==> src/rtl/frame_draw_ctrl_pkg.sv <==
// Shared types and constants for the frame draw controller and its pixel walker.
package frame_draw_ctrl_pkg;

  localparam int unsigned X_W = 8;
  localparam int unsigned Y_W = 7;
  localparam int unsigned C_W = 3;

  localparam int unsigned DEF_SQ_DIM          = 4;
  localparam int unsigned DEF_STEPS_PER_FRAME = 81;

  typedef enum logic [2:0] {
    ST_IDLE   = 3'd0,
    ST_SETTLE = 3'd1,
    ST_LATCH  = 3'd2,
    ST_DRAW   = 3'd3,
    ST_STEP   = 3'd4,
    ST_DONE   = 3'd5
  } state_t;

  localparam logic [C_W-1:0] COL_BLACK   = 3'b000;
  localparam logic [C_W-1:0] COL_BLUE    = 3'b001;
  localparam logic [C_W-1:0] COL_GREEN   = 3'b010;
  localparam logic [C_W-1:0] COL_CYAN    = 3'b011;
  localparam logic [C_W-1:0] COL_RED     = 3'b100;
  localparam logic [C_W-1:0] COL_MAGENTA = 3'b101;
  localparam logic [C_W-1:0] COL_YELLOW  = 3'b110;
  localparam logic [C_W-1:0] COL_WHITE   = 3'b111;

endpackage

==> src/rtl/frame_draw_ctrl_walker.sv <==
// Walks a SQ_DIM x SQ_DIM square: pixel counter plus x/y offset adders.
module square_pixel_walker
  import frame_draw_ctrl_pkg::*;
#(
  parameter int unsigned SQ_DIM = DEF_SQ_DIM
) (
  input  logic           clk,
  input  logic           resetn,
  input  logic           clear,
  input  logic           advance,
  input  logic [X_W-1:0] base_x,
  input  logic [Y_W-1:0] base_y,
  output logic [X_W-1:0] pix_x_c,
  output logic [Y_W-1:0] pix_y_c,
  output logic           last_c
);

  localparam int unsigned LOG_W = $clog2(SQ_DIM);
  localparam int unsigned PIX_W = 2 * LOG_W;

  logic [PIX_W-1:0] pix_cnt;
  logic [LOG_W-1:0] col;
  logic [LOG_W-1:0] row;

  always_ff @(posedge clk or negedge resetn) begin
    if (!resetn) begin
      pix_cnt <= '0;
    end else if (clear) begin
      pix_cnt <= '0;
    end else if (advance) begin
      pix_cnt <= pix_cnt + PIX_W'(1);
    end
  end

  // Low half of the counter is the column, high half the row; sums wrap at the screen width.
  assign col     = pix_cnt[LOG_W-1:0];
  assign row     = pix_cnt[PIX_W-1:LOG_W];
  assign pix_x_c = base_x + X_W'(col);
  assign pix_y_c = base_y + Y_W'(row);
  assign last_c  = (pix_cnt == {PIX_W{1'b1}});

endmodule

==> src/rtl/frame_draw_ctrl.sv <==
// Per-frame redraw controller: steps the square sequencer and plots each drawable square.
module frame_draw_ctrl
  import frame_draw_ctrl_pkg::*;
#(
  parameter int unsigned SQ_DIM          = DEF_SQ_DIM,
  parameter int unsigned STEPS_PER_FRAME = DEF_STEPS_PER_FRAME
) (
  input  logic           clk,
  input  logic           resetn,
  input  logic           frame_tick,
  input  logic [X_W-1:0] sq_x,
  input  logic [Y_W-1:0] sq_y,
  input  logic [C_W-1:0] sq_colour,
  input  logic           sq_is_swap,
  output logic           sq_step,
  output logic [X_W-1:0] vga_x,
  output logic [Y_W-1:0] vga_y,
  output logic [C_W-1:0] vga_colour,
  output logic           vga_plot,
  output logic           shift_en,
  output logic           busy,
  output logic           overrun
);

  localparam int unsigned STEP_W = (STEPS_PER_FRAME > 1) ? $clog2(STEPS_PER_FRAME) : 1;

  state_t            state;
  state_t            next_state;
  logic [STEP_W-1:0] step_cnt;
  logic [X_W-1:0]    lat_x;
  logic [Y_W-1:0]    lat_y;
  logic [C_W-1:0]    lat_colour;
  logic              walk_clear;
  logic              walk_adv;
  logic [X_W-1:0]    pix_x;
  logic [Y_W-1:0]    pix_y;
  logic              pix_last;

  square_pixel_walker #(
    .SQ_DIM (SQ_DIM)
  ) u_walker (
    .clk     (clk),
    .resetn  (resetn),
    .clear   (walk_clear),
    .advance (walk_adv),
    .base_x  (lat_x),
    .base_y  (lat_y),
    .pix_x_c (pix_x),
    .pix_y_c (pix_y),
    .last_c  (pix_last)
  );

  always_ff @(posedge clk or negedge resetn) begin
    if (!resetn) begin
      state <= ST_IDLE;
    end else begin
      state <= next_state;
    end
  end

  always_comb begin
    next_state = state;
    walk_clear = 1'b0;
    walk_adv   = 1'b0;
    case (state)
      ST_IDLE:   if (frame_tick) next_state = ST_SETTLE;
      ST_SETTLE: next_state = ST_LATCH;
      ST_LATCH: begin
        walk_clear = 1'b1;
        next_state = sq_is_swap ? ST_STEP : ST_DRAW;
      end
      ST_DRAW: begin
        walk_adv = 1'b1;
        if (pix_last) next_state = ST_STEP;
      end
      ST_STEP: begin
        if (step_cnt == STEP_W'(STEPS_PER_FRAME - 1)) next_state = ST_DONE;
        else                                         next_state = ST_SETTLE;
      end
      ST_DONE:   next_state = ST_IDLE;
      default:   next_state = ST_IDLE;
    endcase
  end

  // Datapath and registered outputs; pulses are the registered image of their state.
  always_ff @(posedge clk or negedge resetn) begin
    if (!resetn) begin
      step_cnt   <= '0;
      lat_x      <= '0;
      lat_y      <= '0;
      lat_colour <= '0;
      vga_x      <= '0;
      vga_y      <= '0;
      vga_colour <= '0;
      vga_plot   <= 1'b0;
      sq_step    <= 1'b0;
      shift_en   <= 1'b0;
      busy       <= 1'b0;
      overrun    <= 1'b0;
    end else begin
      if (state == ST_LATCH) begin
        lat_x      <= sq_x;
        lat_y      <= sq_y;
        lat_colour <= sq_colour;
      end
      if (state == ST_STEP) begin
        step_cnt <= step_cnt + STEP_W'(1);
      end else if (state == ST_DONE) begin
        step_cnt <= '0;
      end
      if (state == ST_DRAW) begin
        vga_x      <= pix_x;
        vga_y      <= pix_y;
        vga_colour <= lat_colour;
      end
      vga_plot <= (state == ST_DRAW);
      sq_step  <= (state == ST_STEP);
      shift_en <= (state == ST_DONE);
      busy     <= (next_state != ST_IDLE);
      if (frame_tick && (state != ST_IDLE)) begin
        overrun <= 1'b1;
      end
    end
  end

endmodule

==> config.mk <==
export PLATFORM = sky130hd
export DESIGN_NAME = frame_draw_ctrl
export DESIGN_NICKNAME = d
export VERILOG_FILES = /design/src/rtl/frame_draw_ctrl_pkg.sv /design/src/rtl/frame_draw_ctrl_walker.sv /design/src/rtl/frame_draw_ctrl.sv
export SDC_FILE = /design/constraint.sdc
export NUM_CORES = 1
export LEC_CHECK = 0
export ABC_CLOCK_PERIOD_IN_PS = 1900
export CORE_ASPECT_RATIO = 0.9
export CORE_MARGIN = 2
export CORE_UTILIZATION = 52
export CTS_CLUSTER_SIZE = 28
export DETAILED_ROUTE_END_ITERATION = 6
export PLACE_DENSITY = 0.79
export SYNTH_ARGS = -nofsm -noshare
export SYNTH_HDL_FRONTEND = slang
export SYNTH_SLANG_ARGS = --single-unit
==> constraint.sdc <==
create_clock -name clk -period 1.9 [get_ports clk]
set_input_delay 0.285 -clock clk [delete_from_list [all_inputs] [get_ports clk]]
set_output_delay 0.285 -clock clk [all_outputs]
set_load 0.05 [all_outputs]
==> out/results.txt <==
max-slew violation count -> 0
initial antenna violation count -> 0
DR vias/cell -> 5.11
# Post-CTS Setup Buffers -> 0
drc violations -> 0
post-route minimum period -> 1.77 ns
final hold violations -> 0
clock latency on the worst-skew pair -> 0.30 ns
synthesized flop and latch total -> 55
Die X -> 77.5 um
Mapped Cells -> 232
nets -> 310
DR vias -> 1758
boundary pin count -> 45
clock slew at reported path FFs -> 0.08 ns
Detailed Route WL -> 4.61 mm
cell area after synthesis -> 2520 um2
hpwl dp -> 3.26 mm
crit path kind -> reg2out
Routed Antenna Nets -> 0
crit-path max cell delay -> 0.81 ns
Buf/Inv on CP -> 1
pre-CTS WS -> 0.226 ns
async set-reset flop share out of synthesis -> 100%
reg-to-reg endpoint -> vga_y[6]
total CTS buffers -> 5
syn nets -> 263
crit-path leading delay family -> buffers and inverters
reg2reg setup slack -> 0.21 ns
number of global-route vias before repair -> 1819
Ys Warns -> 0
EDFF count, synth -> 0
largest net degree at the start of global routing -> 56
Crit path required time -> 1.62 ns
most used flip-flop cell after synthesis -> dfrtp_1
Core ar. -> 4770 um2
first-pass GRT wire length -> 8.26 mm
worst-path fanout max -> 2
clock skew -> 0.00848 ns
most frequent cell after synthesis -> dfrtp_1
DRT Pass-1 Iters -> 4
PD cells -> 1660 nW/um2
I/O Buffers -> 44
worst hold margin -> 0.470 ns
clock root cell -> clkbuf_8
Die ar. -> 5430 um2
Reg2Reg Depth -> 6
register area -> 1380 um2
CTS H-tree lvls -> 2
Max Clk Rate -> 0.566 GHz
Critical Path Start -> vga_colour[0]
Die Y -> 70.1 um
Slowest cell on crit path -> clkdlybuf4s50_1
timing endpoint of the critical path -> vga_colour[0]
Tcrit/Tclk final -> 92.9%
critical path startpoint category -> register
CTS tree -> yes
synth top area cells -> dfrtp_1, mux2_2, nand2_1, o21ai_0, ha_1
worst hold path type -> reg2reg
routed len/inst -> 13.4 um
FF-to-FF Start -> u_walker.pix_cnt[2]
CP Depth -> 1
sequential fraction of the synthesis area -> 54.5%
outcome -> completed
critical path arrival -> 1.48 ns
GRT overflow -> 0
top cell type's share of synthesized area -> 54.5%
gpl congestion -> 0.809
max-cap violation count -> 0
# rows -> 24
setup tns final -> 0 ns
Final WS setup -> 0.135 ns
synth-to-layout area growth -> 24.5%
layout cells sized above 1 -> 13.3%
total power draw -> 5230 uW
starting density of the core -> 52.9%
Hold Path Cell Cnt -> 2
Post-synth top cells -> dfrtp_1, nand2_1, o21ai_0, mux2_2, inv_1
Syn Area/Cell -> 10.9 um2
Max-slew headroom -> 66.3%
Ant. Diodes -> 0
Clock Sinks -> 55
Synth area leader -> dfrtp_1
nature of the critical path endpoint -> output pin
CTS Buffer Depth -> 2
1st-iter DRT viols -> 116
Worst VDD drop -> 801 uV
# setup viols final -> 0
Fill cells -> 369
Worst Max-Slew Pin Slew -> 0.504 ns
P_leak -> 0.00137 uW
RSZ-0062 raised after global routing -> false
All-Layer GR Usage -> 19.3%
crit-path cells -> clkdlybuf4s50_1
Yosys cell types -> 39
Multi-input gate area -> 1060 um2
==> where the power goes <==
group | switching (uW) | leakage, uW | internal, uW
Sequential | 444 | 0.000677 | 1660
Combinational | 1460 | 0.000644 | 1030
Clock | 352 | 0.0000470 | 287
Total | 2250 | 0.00137 | 2980
==> registers in the layout, summed over array words and instances (netlist names) <==
register          count
state                 3
lat_y                 7
u_walker.pix_cnt      4
vga_x                 8
step_cnt              7
busy                  1
vga_plot              1
lat_x                 8
vga_y                 7
lat_colour            3
vga_colour            3
shift_en              1
sq_step               1
overrun               1
==> routing by layer <==
| layer | track usage [%] | routed length, um | up-vias |
|---|---|---|---|
| met5 | 0 | 0 | - |
| met3 | 3.75 | 115 | 9 |
| met1 | 24.9 | 2080 | 844 |
| li1 | - | - | 873 |
| met2 | 32.3 | 2320 | 32 |
| met4 | 7.54 | 92 | 0 |
==> metrics by stage <==
step | instances | instance area, um2 | utilization [%]
after floorplan | 232 | 2520 | -
after CTS | 344 | 3140 | 65.9
final | 344 | 3140 | 65.9
after global routing | 344 | 3140 | 65.9
after detailed placement | 336 | 3050 | 63.8
after global placement | 336 | 3050 | 63.8
==> worst reg2reg max path, cell delays in order (launching register included) <==
cell     delay [ns]
dfrtp_1        0.44
ha_1           0.19
inv_1          0.05
fa_1           0.41
nor3b_1        0.25
xnor2_1        0.14
o21ai_0        0.08
==> cell usage in the layout, fill, tap and decap left out, types with 3 or more instances in the layout <==
master	count
inv_1	10
nor3_1	3
buf_4	4
o21ai_0	24
nor2_1	7
xor2_1	5
xnor2_1	7
ha_1	7
a21oi_1	4
mux2_2	17
nand2_1	46
nand2b_1	4
clkdlybuf4s50_1	43
clkbuf_8	6
dfrtp_1	55
nand4_1	4
nand3_1	3
o21ai_1	3
==> how the worst min path moves through the flow <==
| stage | from | endpoint | slack, ns |
|---|---|---|---|
| floorplan | resetn | busy | -0.01 |
| global placement | resetn | lat_y[4] | 0.30 |
| detailed placement | resetn | lat_colour[2] | 0.32 |
| CTS | lat_colour[0] | vga_colour[0] | 0.47 |
| global route | lat_colour[0] | vga_colour[0] | 0.52 |
| finish | lat_colour[0] | vga_colour[0] | 0.47 |
==> kinds of logic (layout without fill, tap and decap cells) <==
group,count (synthesis),count (layout),share of synthesized area [%]
flip-flops,55,55,54.5
adder cells (fa/ha/maj),9,9,5.05
AND/OR/NAND/NOR,79,79,16.1
multiplexers,18,18,7.98
AO/OA/AOI/OAI,38,38,8.57
buffers and inverters,21,68,3.67
XOR/XNOR,12,12,4.16
==> final cells by class <==
| type | instances | share of cell area, % |
|---|---|---|
| sequential | 55 | 43.8 |
| multi-input combinational | 156 | 33.8 |
| timing repair buffer | 50 | 15.8 |
| clock buffer | 6 | 2.63 |
| tap | 65 | 2.59 |
| inverter | 11 | 1.31 |
| clock inverter | 1 | 0.159 |
==> repair_timing <==
action,4_1_cts,5_1_grt
endpoints found under the hold margin,55,0
gates resized for setup,0,0
endpoints found under the setup margin,0,0
hold buffers,1,0
No activity file was read; power rests on OpenSTA's default activity.
